$ cat config.mk
export PLATFORM = sky130hd
export DESIGN_NAME = ssemi_adc_decimator_cfg_sequencer
export DESIGN_NICKNAME = d
export VERILOG_FILES = /design/src/rtl/ssemi_adc_decimator_cfg_sequencer.sv
export SDC_FILE = /design/constraint.sdc
export NUM_CORES = 1
export LEC_CHECK = 0
export CELL_PAD_IN_SITES_DETAIL_PLACEMENT = 0
export CELL_PAD_IN_SITES_GLOBAL_PLACEMENT = 2
export CORE_UTILIZATION = 20
export DETAILED_ROUTE_END_ITERATION = 12
export PLACE_DENSITY = 0.93
export SLEW_MARGIN = 10
export SYNTH_ARGS = -nofsm -noshare
export SYNTH_HDL_FRONTEND = slang
export SYNTH_SLANG_ARGS = --single-unit
export TNS_END_PERCENT = 10
$ cat constraint.sdc
create_clock -name i_clk -period 3.51 [get_ports i_clk]
set_input_delay 0.5265 -clock i_clk [delete_from_list [all_inputs] [get_ports i_clk]]
set_output_delay 0.5265 -clock i_clk [all_outputs]
set_load 0.02 [all_outputs]
$ cat src/rtl/ssemi_adc_decimator_cfg_sequencer.sv
// Boot-time config sequencer: streams a CSR table into the ADC decimator, enables it, polls for running.
// Optional readback verification of each table word: define SSEMI_ADC_DECIMATOR_CFG_READBACK_EN.
module ssemi_adc_decimator_cfg_sequencer #(
  parameter int          NUM_WORDS   = 16,
  parameter int          TBL_AW      = 4,
  parameter logic [7:0]  CTRL_ADDR   = 8'h00,
  parameter logic [31:0] CTRL_ENABLE = 32'h0000_0001,
  parameter logic [7:0]  STATUS_ADDR = 8'h04,
  parameter int          POLL_LIMIT  = 255
) (
  input  logic              i_clk,
  input  logic              i_rst,
  input  logic              i_start,
  output logic              o_busy,
  output logic              o_done,
  output logic              o_error,
  output logic [1:0]        o_err_code,
  output logic [TBL_AW-1:0] o_tbl_idx,
  input  logic [7:0]        i_tbl_addr,
  input  logic [31:0]       i_tbl_data,
  output logic              o_csr_wr_valid,
  output logic [7:0]        o_csr_addr,
  output logic [31:0]       o_csr_wr_data,
  input  logic              i_csr_wr_ready,
  output logic              o_csr_rd_ready,
  input  logic [31:0]       i_csr_rd_data,
  input  logic              i_dec_error
);

  typedef enum logic [2:0] {
    S_IDLE, S_LOAD, S_ENABLE, S_POLL, S_DONE, S_ERR, S_VERIFY
  } state_t;

  localparam logic [TBL_AW-1:0] LAST_IDX = TBL_AW'(NUM_WORDS - 1);
  localparam logic [15:0]       POLL_MAX = 16'(POLL_LIMIT);

  state_t            state_q, state_d;
  logic [TBL_AW-1:0] idx_q, idx_d;
  logic [15:0]       cnt_q, cnt_d;
  logic              error_q, error_d;
  logic [1:0]        code_q, code_d;
  logic              busy_q, busy_d;
  logic              done_q, done_d;
  logic              wr_valid_q, wr_valid_d;
  logic              rd_ready_q, rd_ready_d;

  always_comb begin
    state_d = state_q;
    idx_d   = idx_q;
    cnt_d   = cnt_q;
    error_d = error_q;
    code_d  = code_q;
    case (state_q)
      S_IDLE: begin
        if (i_start) begin
          state_d = S_LOAD;
          error_d = 1'b0;
          code_d  = 2'd0;
          idx_d   = '0;
          cnt_d   = '0;
        end
      end
      S_LOAD: begin
        // decimator fault wins over a same-cycle transfer; the index is not advanced
        if (i_dec_error) begin
          state_d = S_ERR;
          code_d  = 2'd2;
        end else if (i_csr_wr_ready) begin
`ifdef SSEMI_ADC_DECIMATOR_CFG_READBACK_EN
          state_d = S_VERIFY;
`else
          if (idx_q == LAST_IDX) state_d = S_ENABLE;
          else                   idx_d   = idx_q + TBL_AW'(1);
`endif
        end
      end
`ifdef SSEMI_ADC_DECIMATOR_CFG_READBACK_EN
      S_VERIFY: begin
        if (i_dec_error) begin
          state_d = S_ERR;
          code_d  = 2'd2;
        end else if (i_csr_rd_data != i_tbl_data) begin
          state_d = S_ERR;
          code_d  = 2'd3;
        end else if (idx_q == LAST_IDX) begin
          state_d = S_ENABLE;
        end else begin
          state_d = S_LOAD;
          idx_d   = idx_q + TBL_AW'(1);
        end
      end
`endif
      S_ENABLE: begin
        if (i_dec_error) begin
          state_d = S_ERR;
          code_d  = 2'd2;
        end else if (i_csr_wr_ready) begin
          state_d = S_POLL;
        end
      end
      S_POLL: begin
        if (i_dec_error) begin
          state_d = S_ERR;
          code_d  = 2'd2;
        end else if (i_csr_rd_data[0]) begin
          state_d = S_DONE;
        end else begin
          cnt_d = cnt_q + 16'd1;
          if (cnt_d == POLL_MAX) begin
            state_d = S_ERR;
            code_d  = 2'd1;
          end
        end
      end
      S_DONE:  state_d = S_IDLE;
      S_ERR:   state_d = S_IDLE;
      default: state_d = S_IDLE;
    endcase
    if (state_d == S_ERR) error_d = 1'b1;

    // strobes are decoded from the next state so they come straight off flops
    busy_d     = (state_d == S_LOAD) || (state_d == S_ENABLE) ||
                 (state_d == S_POLL) || (state_d == S_VERIFY);
    done_d     = (state_d == S_DONE);
    wr_valid_d = (state_d == S_LOAD) || (state_d == S_ENABLE);
    rd_ready_d = (state_d == S_POLL) || (state_d == S_VERIFY);
  end

  always_ff @(posedge i_clk) begin
    if (i_rst) begin
      state_q    <= S_IDLE;
      idx_q      <= '0;
      cnt_q      <= '0;
      error_q    <= 1'b0;
      code_q     <= 2'd0;
      busy_q     <= 1'b0;
      done_q     <= 1'b0;
      wr_valid_q <= 1'b0;
      rd_ready_q <= 1'b0;
    end else begin
      state_q    <= state_d;
      idx_q      <= idx_d;
      cnt_q      <= cnt_d;
      error_q    <= error_d;
      code_q     <= code_d;
      busy_q     <= busy_d;
      done_q     <= done_d;
      wr_valid_q <= wr_valid_d;
      rd_ready_q <= rd_ready_d;
    end
  end

  // table address/data pass through combinationally while loading
  always_comb begin
    o_csr_addr    = 8'h00;
    o_csr_wr_data = 32'h0;
    case (state_q)
      S_LOAD: begin
        o_csr_addr    = i_tbl_addr;
        o_csr_wr_data = i_tbl_data;
      end
      S_VERIFY: o_csr_addr = i_tbl_addr;
      S_ENABLE: begin
        o_csr_addr    = CTRL_ADDR;
        o_csr_wr_data = CTRL_ENABLE;
      end
      S_POLL:  o_csr_addr = STATUS_ADDR;
      default: ;
    endcase
  end

  assign o_busy         = busy_q;
  assign o_done         = done_q;
  assign o_error        = error_q;
  assign o_err_code     = code_q;
  assign o_tbl_idx      = idx_q;
  assign o_csr_wr_valid = wr_valid_q;
  assign o_csr_rd_ready = rd_ready_q;

endmodule

==> qor.txt, run 1 <==
Syn-to-layout area delta: 56.7%
Peak supply drop: 0.0965 mV
Final setup fails: 0
Critical Path AT: 2.27 ns
IO Pins: 128
Total Routing Usage GR: 0.125
Die width: 103 µm
Routability cong.: 0.760
# Max-Cap Violations: 0
Worst-margin pin slew: 0.744 ns
#FFs+latches synth: 30
Num rows: 36
Hpwl dp: 4.83 mm
Hold Fails Final Rpt: 0
Status: finished clean
Int Power: 0.669 mW
Synth warn: 0
First-pass GRT wire length: 10.4 mm
Input/output buffers: 96
Met1 WL: 2.68 mm
HP Class: reg2reg
Headroom to the max-slew limit: 0.500
WL final: 6.32 mm
Post-synthesis sequential area ratio: 0.292
Mapped Nets: 356
Syn Area/Cell: 7.46 µm²
DRC violation count after routing: 0
Simple-gate share of the synthesized area: 0.398
CTS resizes: 0
Clock Power Share: 0.301
Share of the synthesized area in the top cell type: 0.292
Max Freq: 358 MHz
Synth Area in Compound Gates: 0.186
Post-CTS Setup Repair Bufs: 0
TritonCTS Sinks: 30
RSZ-0062 raised after global routing: false
CTS Buf Count: 5
CP Class: reg2out
Fillers: 1054
Largest net degree at the start of global routing: 48
Die area: 0.0107 mm²
Asr flop ratio synth: 0
Die H: 103 µm
Routed wl met2: 3.02 mm
Initial DRT Pass Iterations: 4
Crit start category: register
Top cells by area, synth: dfxtp_1 29%, and3_1 9.7%, nor2_1 6.4%
Ant. Diodes: 0
Share of power burned in registers: 0.370
Vias: 2291
Proportion of synthesized area in mux cells: 0.0103
Lkg Pwr: 1.21 nW
Max layer used: met4
Root Buffer Master: clkbuf_8
Max H-tree Level: 2
Tcrit/Tclk final: 0.796
Vias in the first global route: 2226
DRT iter0 DRCs: 113
Initial antenna violation count: 0
Count of cell types in the netlist: 50
Sw power: 0.294 mW
Comb power frac: 0.329
WL/cell: 12.7 µm
Area leader, netlist: dfxtp_1
Skew final: 0.00947 ns
Final ANT Viol Nets: 0
Fraction of layout cells with a size suffix above 1: 0.0714
Core area: 0.00986 mm²
CP Capture Type: output pin
Minimum clock period: 2.80 ns
Starting density of the core: 0.209
Post-Synth XOR/XNOR Area: 0.0511
Total negative setup slack: 0 ns
DR vias/cell: 4.61
Switch share: 0.305
Post-Syn Instances: 276
Fin nets: 443
WP data required: 2.98 ns
Total gr overflow: 0
Clock Latency Late Sink: 0.28 ns
Post-synth top flop: dfxtp_1
Clock Pin Slew Worst Setup and Hold Paths: 0.07 ns
PwrDens: 298 mW/mm²
Maximum clock insertion buffer count: 2
Max Slew Vio Count: 0
Met3 routed WL: 526 µm
TritonCTS clock tree: done
Syn Std Cell Area: 0.00206 mm²
CP max FO: 15
WHS: 0.468 ns
Post-Synth Adder-Cell Area: 0.0182
CTS Hold Buffers Added: 0
Number of enable flip-flop cells after synthesis: 0
Largest family of logic cells by synthesized area: simple AND/OR/NAND/NOR gates
==> metal layers <==
metal,vias up,track usage
met5,-,0
met4,0,0.0423
met3,8,0.0423
met2,91,0.224
met1,1023,0.138
li1,1169,-
==> power by group through the flow <==
stage	Sequential (mW)	Combinational, mW	Clock, mW
floorplan	0.370	0.152	0
finish	0.356	0.316	0.290
global route	0.357	0.342	0.313
global placement	0.363	0.317	0
CTS	0.356	0.319	0.298
detailed placement	0.363	0.318	0
==> path summary, 6_finish.rpt <==
| path | startpoint | endpoint | slack, ns | depth (start not counted) |
|---|---|---|---|---|
| setup / recovery | state_q[1]$_SDFF_PP0_ | o_csr_addr[1] | 0.71 | 4 |
| hold / removal | o_error$_SDFFE_PP0P_ | o_error$_SDFFE_PP0P_ | 0.47 | 2 |
| setup reg to reg | cnt_q[4]$_SDFFE_PP0P_ | o_error$_SDFFE_PP0P_ | 1.06 | 6 |
| hold reg to reg | o_error$_SDFFE_PP0P_ | o_error$_SDFFE_PP0P_ | 0.47 | 2 |
==> cell usage in the layout (no fill, tap or decap), types with 4 or more instances in the layout <==
master	n
and3_1	32
xor2_1	5
dfxtp_1	30
a31oi_1	7
nand2_1	22
a21oi_1	14
nor3_1	7
nand4_1	4
nor2_1	35
nor2b_1	5
nand3_1	8
inv_1	5
nor4_1	5
a211oi_1	4
clkbuf_8	6
o21ai_0	10
and2_1	8
clkdlybuf4s50_1	96
xnor2_1	7
==> critical path: stages (launching register included) <==
cell and delay (ns):
dfxtp_1 0.46, or3b_2 0.54, nand2_1 0.22, and2_1 0.17, clkdlybuf4s50_1 0.61
==> synthesized netlist by cell type, types with 3 or more instances <==
cell type,number
a211oi_1,4
a21oi_1,14
a22oi_1,3
a31oi_1,7
and2_1,8
and3_1,32
clkbuf_1,17
dfxtp_1,30
ha_1,3
inv_1,5
nand2_1,22
nand2b_1,3
nand3_1,8
nand3b_1,3
nand4_1,4
nor2_1,35
nor2b_1,5
nor3_1,7
nor4_1,5
o21ai_0,10
or2_2,3
or3_1,3
xnor2_1,7
xor2_1,5
==> sequential cells by signal, summed over array words and instances (netlist names) <==
name and count:
cnt_q 16, o_busy 1, o_csr_rd_ready 1, o_csr_wr_valid 1, o_done 1, o_err_code 2, o_error 1, o_tbl_idx 4
state_q 3
==> through the flow <==
step | setup WS [ns] | total power [mW] | util | cell area [µm²] | std cells
3_3_place_gp | 0.683 | 0.680 | 0.318 | 3130 | 489
4_1_cts | 0.672 | 0.973 | 0.327 | 3230 | 497
5_1_grt | 0.608 | 1.01 | 0.327 | 3230 | 497
2_1_floorplan | 1.37 | 0.522 | - | 2060 | 276
6_report | 0.715 | 0.963 | 0.327 | 3230 | 497
3_5_place_dp | 0.681 | 0.681 | 0.318 | 3130 | 489
==> logic make-up (layout without fill, tap and decap cells) <==
kind of cell,after synthesis,after routing
xor+xnor,12,12
compound gates,55,55
fa+ha+maj,3,3
mux,2,2
flops,30,30
simple gates,150,150
buf+inv,24,112
==> area by class of cell <==
cell class / count / area [µm²] / area share
multi-input cells: 222 / 1370 / 0.423
well taps: 133 / 166 / 0.0516
clock inverters: 1 / 5.00 / 0.00155
repair buffers: 99 / 983 / 0.305
clock buffers: 7 / 86.3 / 0.0268
flip-flops and latches: 30 / 601 / 0.186
inverters: 5 / 18.8 / 0.00582
Power figures use the tool's default switching activity.
==> run 2: changes to the inputs <==
CORE_UTILIZATION = 19   (was 20)
PLACE_DENSITY = 0.89   (was 0.93)
clock period = 2.86 ns   (was 3.51 ns; I/O delays follow)
==> qor.txt, run 2 (synthesis results as in run 1) <==
Status: finished clean
WP data required: 2.43 ns (-0.55 ns)
Die width: 106 µm (+2.5%)
Minimum clock period: 2.49 ns
Num rows: 37 (+2.8%)
Total Routing Usage GR: 0.122 (-0.00280)
Share of power burned in registers: 0.362 (-0.008)
Final setup fails: 0 (unchanged)
TritonCTS clock tree: done
Hpwl dp: 5.15 mm (+6.6%)
Hold Fails Final Rpt: 0 (unchanged)
CTS Buf Count: 5 (unchanged)
Ant. Diodes: 0 (unchanged)
Fraction of layout cells with a size suffix above 1: 0.0989 (+0.0275)
CP Class: reg2out
Switch share: 0.310 (+0.00527)
WL/cell: 13.1 µm (+3.1%)
Post-CTS Setup Repair Bufs: 0 (unchanged)
Routability cong.: 0.733 (-3.5%)
WHS: 0.472 ns (+0.00401 ns)
DRC violation count after routing: 0 (unchanged)
Max Freq: 401 MHz
Syn-to-layout area delta: 60.7%
PwrDens: 363 mW/mm² (+22%)
Most common cell after layout, fill and taps aside: clkdlybuf4s50_1
Reg2Reg Launch Point: cnt_q[1]$_SDFFE_PP0P_
Critical Path AT: 2.06 ns (-0.21 ns)
Maximum clock insertion buffer count: 2 (unchanged)
WL final: 6.69 mm (+5.8%)
Largest net degree at the start of global routing: 48 (unchanged)
Clock Pin Slew Worst Setup and Hold Paths: 0.07 ns (about the same)
# Max-Cap Violations: 0 (unchanged)
Die H: 106 µm (+2.5%)
Critical path's slowest cell: clkdlybuf4s50_1
Worst-margin pin slew: 0.582 ns (-0.162 ns)
First-pass GRT wire length: 11.1 mm (+7.4%)
Root Buffer Master: clkbuf_8
TritonCTS Sinks: 30 (unchanged)
Initial antenna violation count: 0 (unchanged)
HP Class: reg2reg
Int Power: 0.828 mW (+24%)
Critical-path cell list: or3b_2 > nand2_1 > and2_1 > clkdlybuf4s50_1
Vias in the first global route: 2350 (+5.6%)
Reg with most FFs: cnt_q
Core area: 0.0104 mm² (+5.6%)
Vias: 2347 (+2.4%)
Sw power: 0.373 mW (+27%)
Input/output buffers: 96 (unchanged)
CP max FO: 8 (-7)
Hold path start: o_error$_SDFFE_PP0P_
Max Slew Vio Count: 0 (unchanged)
Die area: 0.0113 mm² (+5.2%)
DRT iter0 DRCs: 76 (-33%)
CP Capture Type: output pin
CTS Hold Buffers Added: 0 (unchanged)
Peak supply drop: 0.163 mV (+69%)
DR vias/cell: 4.60 (-0.17%)
Skew final: 0.00383 ns (-0.00565 ns)
CP peak stage delay: 0.60 ns (about the same)
Lkg Pwr: 1.26 nW (+4.1%)
IO Pins: 128 (unchanged)
Max H-tree Level: 2 (unchanged)
Clock Power Share: 0.305 (+0.004)
Commonest non-fill, non-tap cells in the layout: 96 x clkdlybuf4s50_1, 35 x nor2_1, 32 x and3_1, 30 x dfxtp_1, 22 x nand2_1
Headroom to the max-slew limit: 0.609 (+0.109)
Total negative setup slack: 0 ns (unchanged)
Fin nets: 453 (+2.3%)
Crit start category: register
Crit path max-delay family: simple AND/OR/NAND/NOR gates
Critical path buffers and inverters: 1 (unchanged)
RSZ-0062 raised after global routing: false
Final ANT Viol Nets: 0 (unchanged)
Final core utilization: 0.318 (-0.00939)
Tcrit/Tclk final: 0.872
Total gr overflow: 0 (unchanged)
CTS resizes: 0 (unchanged)
Comb power frac: 0.333 (+0.004)
Initial DRT Pass Iterations: 4 (unchanged)
Clock Latency Late Sink: 0.28 ns (about the same)
Starting density of the core: 0.198 (-0.0111)
Max reg flops: 16 (unchanged)
Crit path from: state_q[1]$_SDFF_PP0_
[run 2: changes by cell type in the layout (fill, tap and decap cells not counted), sizes merged]
cell / change
buf: +10
clkbuf: -1
clkinvlp: +1
[run 2: path summary, 6_finish.rpt]
kind                               end  slack (ns)  cells past startpoint
setup / recovery         o_csr_addr[5]        0.37                      4
hold / removal    o_error$_SDFFE_PP0P_        0.47                      2
hold reg to reg   o_error$_SDFFE_PP0P_        0.47                      2
setup reg to reg  o_error$_SDFFE_PP0P_        0.43                      7
[run 2: worst min-delay path, cell delays in order, from the launching register on]
cell	delay, ns
dfxtp_1	0.31
inv_1	0.06
o32ai_2	0.06
[run 2: metrics by stage]
stage          std cells  cell area (µm²)  power (mW)  worst slack (ns)
6_report             510             3310        1.20             0.366
5_1_grt              510             3310        1.26             0.193
4_1_cts              510             3310        1.22             0.330
3_5_place_dp         502             3210       0.847             0.440
3_3_place_gp         502             3210       0.846             0.466
2_1_floorplan        276             2060       0.641             0.716
[run 2: power by group through the flow]
stage / clock [mW] / combinational, mW / sequential, mW
after floorplan: 0 / 0.186 / 0.454
after CTS: 0.376 / 0.405 / 0.435
after detailed placement: 0 / 0.403 / 0.444
final: 0.366 / 0.400 / 0.435
after global routing: 0.390 / 0.434 / 0.435
after global placement: 0 / 0.403 / 0.443
[run 2: cell type report]
cell class                      instances  area [µm²]
Inverter                                5        18.8
Timing Repair Buffer                  109        1060
Tap cell                              136         170
Multi-Input combinational cell        222        1370
Clock inverter                          2        12.5
Fill cell                            1103        7110
Clock buffer                            6        82.6
Sequential cell                        30         601
[run 2: layer usage]
layer  GRT usage  routed length, µm
met5           0                  0
met2       0.220               3310
met3      0.0380                528
met1       0.138               2770
met4      0.0327                 67
==> run 3: changes to the inputs <==
CORE_ASPECT_RATIO = 1.4   (was unset)
HOLD_SLACK_MARGIN = 0.02   (was unset)
==> qor.txt, run 3 (synthesis results as in run 1) <==
Status: finished clean
Crit start category: register
Headroom to the max-slew limit: 0.590 (-0.0182)
CTS Hold Buffers Added: 0 (unchanged)
Final ANT Viol Nets: 0 (unchanged)
Skew final: 0.00840 ns (+0.00458 ns)
Initial DRT Pass Iterations: 4 (unchanged)
Input/output buffers: 96 (unchanged)
Hold Fails Final Rpt: 0 (unchanged)
DR vias/cell: 4.61 (+0.10%)
Tcrit/Tclk final: 0.873 (about the same)
CP Capture Type: output pin
Initial antenna violation count: 0 (unchanged)
Maximum clock insertion buffer count: 2 (unchanged)
Clock Pin Slew Worst Setup and Hold Paths: 0.05 ns (-0.02 ns)
Critical Path AT: 2.07 ns (about the same)
Clock Latency Late Sink: 0.28 ns (about the same)
TritonCTS Sinks: 30 (unchanged)
Fraction of layout cells with a size suffix above 1: 0.0912 (-0.00778)
Worst-margin pin slew: 0.609 ns (+0.0270 ns)
Minimum clock period: 2.50 ns (+0.00199 ns)
Total Routing Usage GR: 0.122 (-0.000257)
Commonest non-fill, non-tap cells in the layout: 96 x clkdlybuf4s50_1, 35 x nor2_1, 32 x and3_1, 30 x dfxtp_1, 22 x nand2_1
RSZ-0062 raised after global routing: false
Die width: 90.0 µm (-15%)
Ant. Diodes: 0 (unchanged)
Max reg flops: 16 (unchanged)
Max H-tree Level: 2 (unchanged)
# Max-Cap Violations: 0 (unchanged)
First-pass GRT wire length: 11.2 mm (+0.68%)
Final instance area: 0.00337 mm² (+1.9%)
Reg with most FFs: cnt_q
CTS resizes: 0 (unchanged)
Die H: 125 µm (+18%)
Die area: 0.0113 mm² (about the same)
Max Slew Vio Count: 0 (unchanged)
Lkg Pwr: 1.29 nW (+2.0%)
WL final: 6.91 mm (+3.4%)
Core area: 0.0105 mm² (+0.42%)
Syn-to-layout area delta: 63.8%
Num rows: 44 (+19%)
CTS Buf Count: 5 (unchanged)
Peak supply drop: 0.235 mV (+44%)
WHS: 0.484 ns (+0.0125 ns)
PwrDens: 425 mW/mm² (+17%)
CP max FO: 8 (unchanged)
Footprint of the multi-input gates: 0.00137 mm² (unchanged)
Starting density of the core: 0.197 (-0.000827)
Fin nets: 452 (-0.22%)
Post-CTS Setup Repair Bufs: 0 (unchanged)
Largest net degree at the start of global routing: 48 (unchanged)
Total negative setup slack: 0 ns (unchanged)
Sequential cell area: 601 µm² (unchanged)
Routability cong.: 0.779 (+6.3%)
Placed cell area: 0.00321 mm² (-0.16%)
Vias in the first global route: 2368 (+0.77%)
WL/cell: 13.5 µm (+3.2%)
Most common cell after layout, fill and taps aside: clkdlybuf4s50_1
Max Freq: 401 MHz (about the same)
WP data required: 2.43 ns (about the same)
IO Pins: 128 (unchanged)
HP Class: reg2reg
Total gr overflow: 0 (unchanged)
Total chip power: 1.43 mW (+19%)
Root Buffer Master: clkbuf_16
DRC violation count after routing: 0 (unchanged)
Vias: 2354 (+0.30%)
TritonCTS clock tree: done
Final setup fails: 0 (unchanged)
DRT iter0 DRCs: 111 (+46%)
Hpwl dp: 5.40 mm (+4.8%)
CP Class: reg2out
Fillers: 1139 (+3.3%)
run 3: cell types whose count changed in the layout (fill, tap and decap cells not counted), sizes merged:
cell	before	now
bufinv	0	1
clkinv	1	0
clkbuf	6	7
buf	13	12
clkinvlp	1	0
run 3: power by group:
part / total (mW) / internal, mW / switching (mW)
Combinational: 0.402 / 0.206 / 0.196
Clock: 0.596 / 0.411 / 0.185
Sequential: 0.436 / 0.429 / 0.00629
run 3: routing by layer:
layer,vias up,routed length [µm],track usage
met5,-,0,0
met4,0,82,0.0351
met3,6,394,0.0286
met2,86,3800,0.247
met1,1078,2640,0.121
li1,1184,-,-
run 3: cell type report:
class                      instances  area share
inverter                           5     0.00557
clock inverter                     1     0.00891
sequential                        30       0.178
multi-input combinational        222       0.405
timing repair buffer             108       0.312
tap                              138      0.0512
clock buffer                       7      0.0393
run 3: path summary, 6_finish.rpt:
| path | slack, ns | cells past startpoint | to | startpoint |
|---|---|---|---|---|
| worst max-delay path | 0.36 | 4 | o_csr_addr[4] | state_q[1]$_SDFF_PP0_ |
| worst min-delay path | 0.48 | 2 | o_error$_SDFFE_PP0P_ | o_error$_SDFFE_PP0P_ |
| worst max register to register | 0.45 | 7 | o_err_code[1]$_SDFFE_PP0P_ | cnt_q[1]$_SDFFE_PP0P_ |
| worst min register to register | 0.48 | 2 | o_error$_SDFFE_PP0P_ | o_error$_SDFFE_PP0P_ |
run 3: metrics by stage:
step                      utilization  setup slack (ns)  cells
after floorplan                     -             0.716    276
after CTS                       0.322             0.340    511
final                           0.322             0.364    511
after global routing            0.322             0.240    511
after global placement          0.307             0.412    503
after detailed placement        0.307             0.421    503
run 3: critical path, stage by stage, from the launching register on:
cell and delay [ns]:
dfxtp_1 0.31, or3b_2 0.48, nand2_1 0.22, and2_1 0.18
clkdlybuf4s50_1 0.61
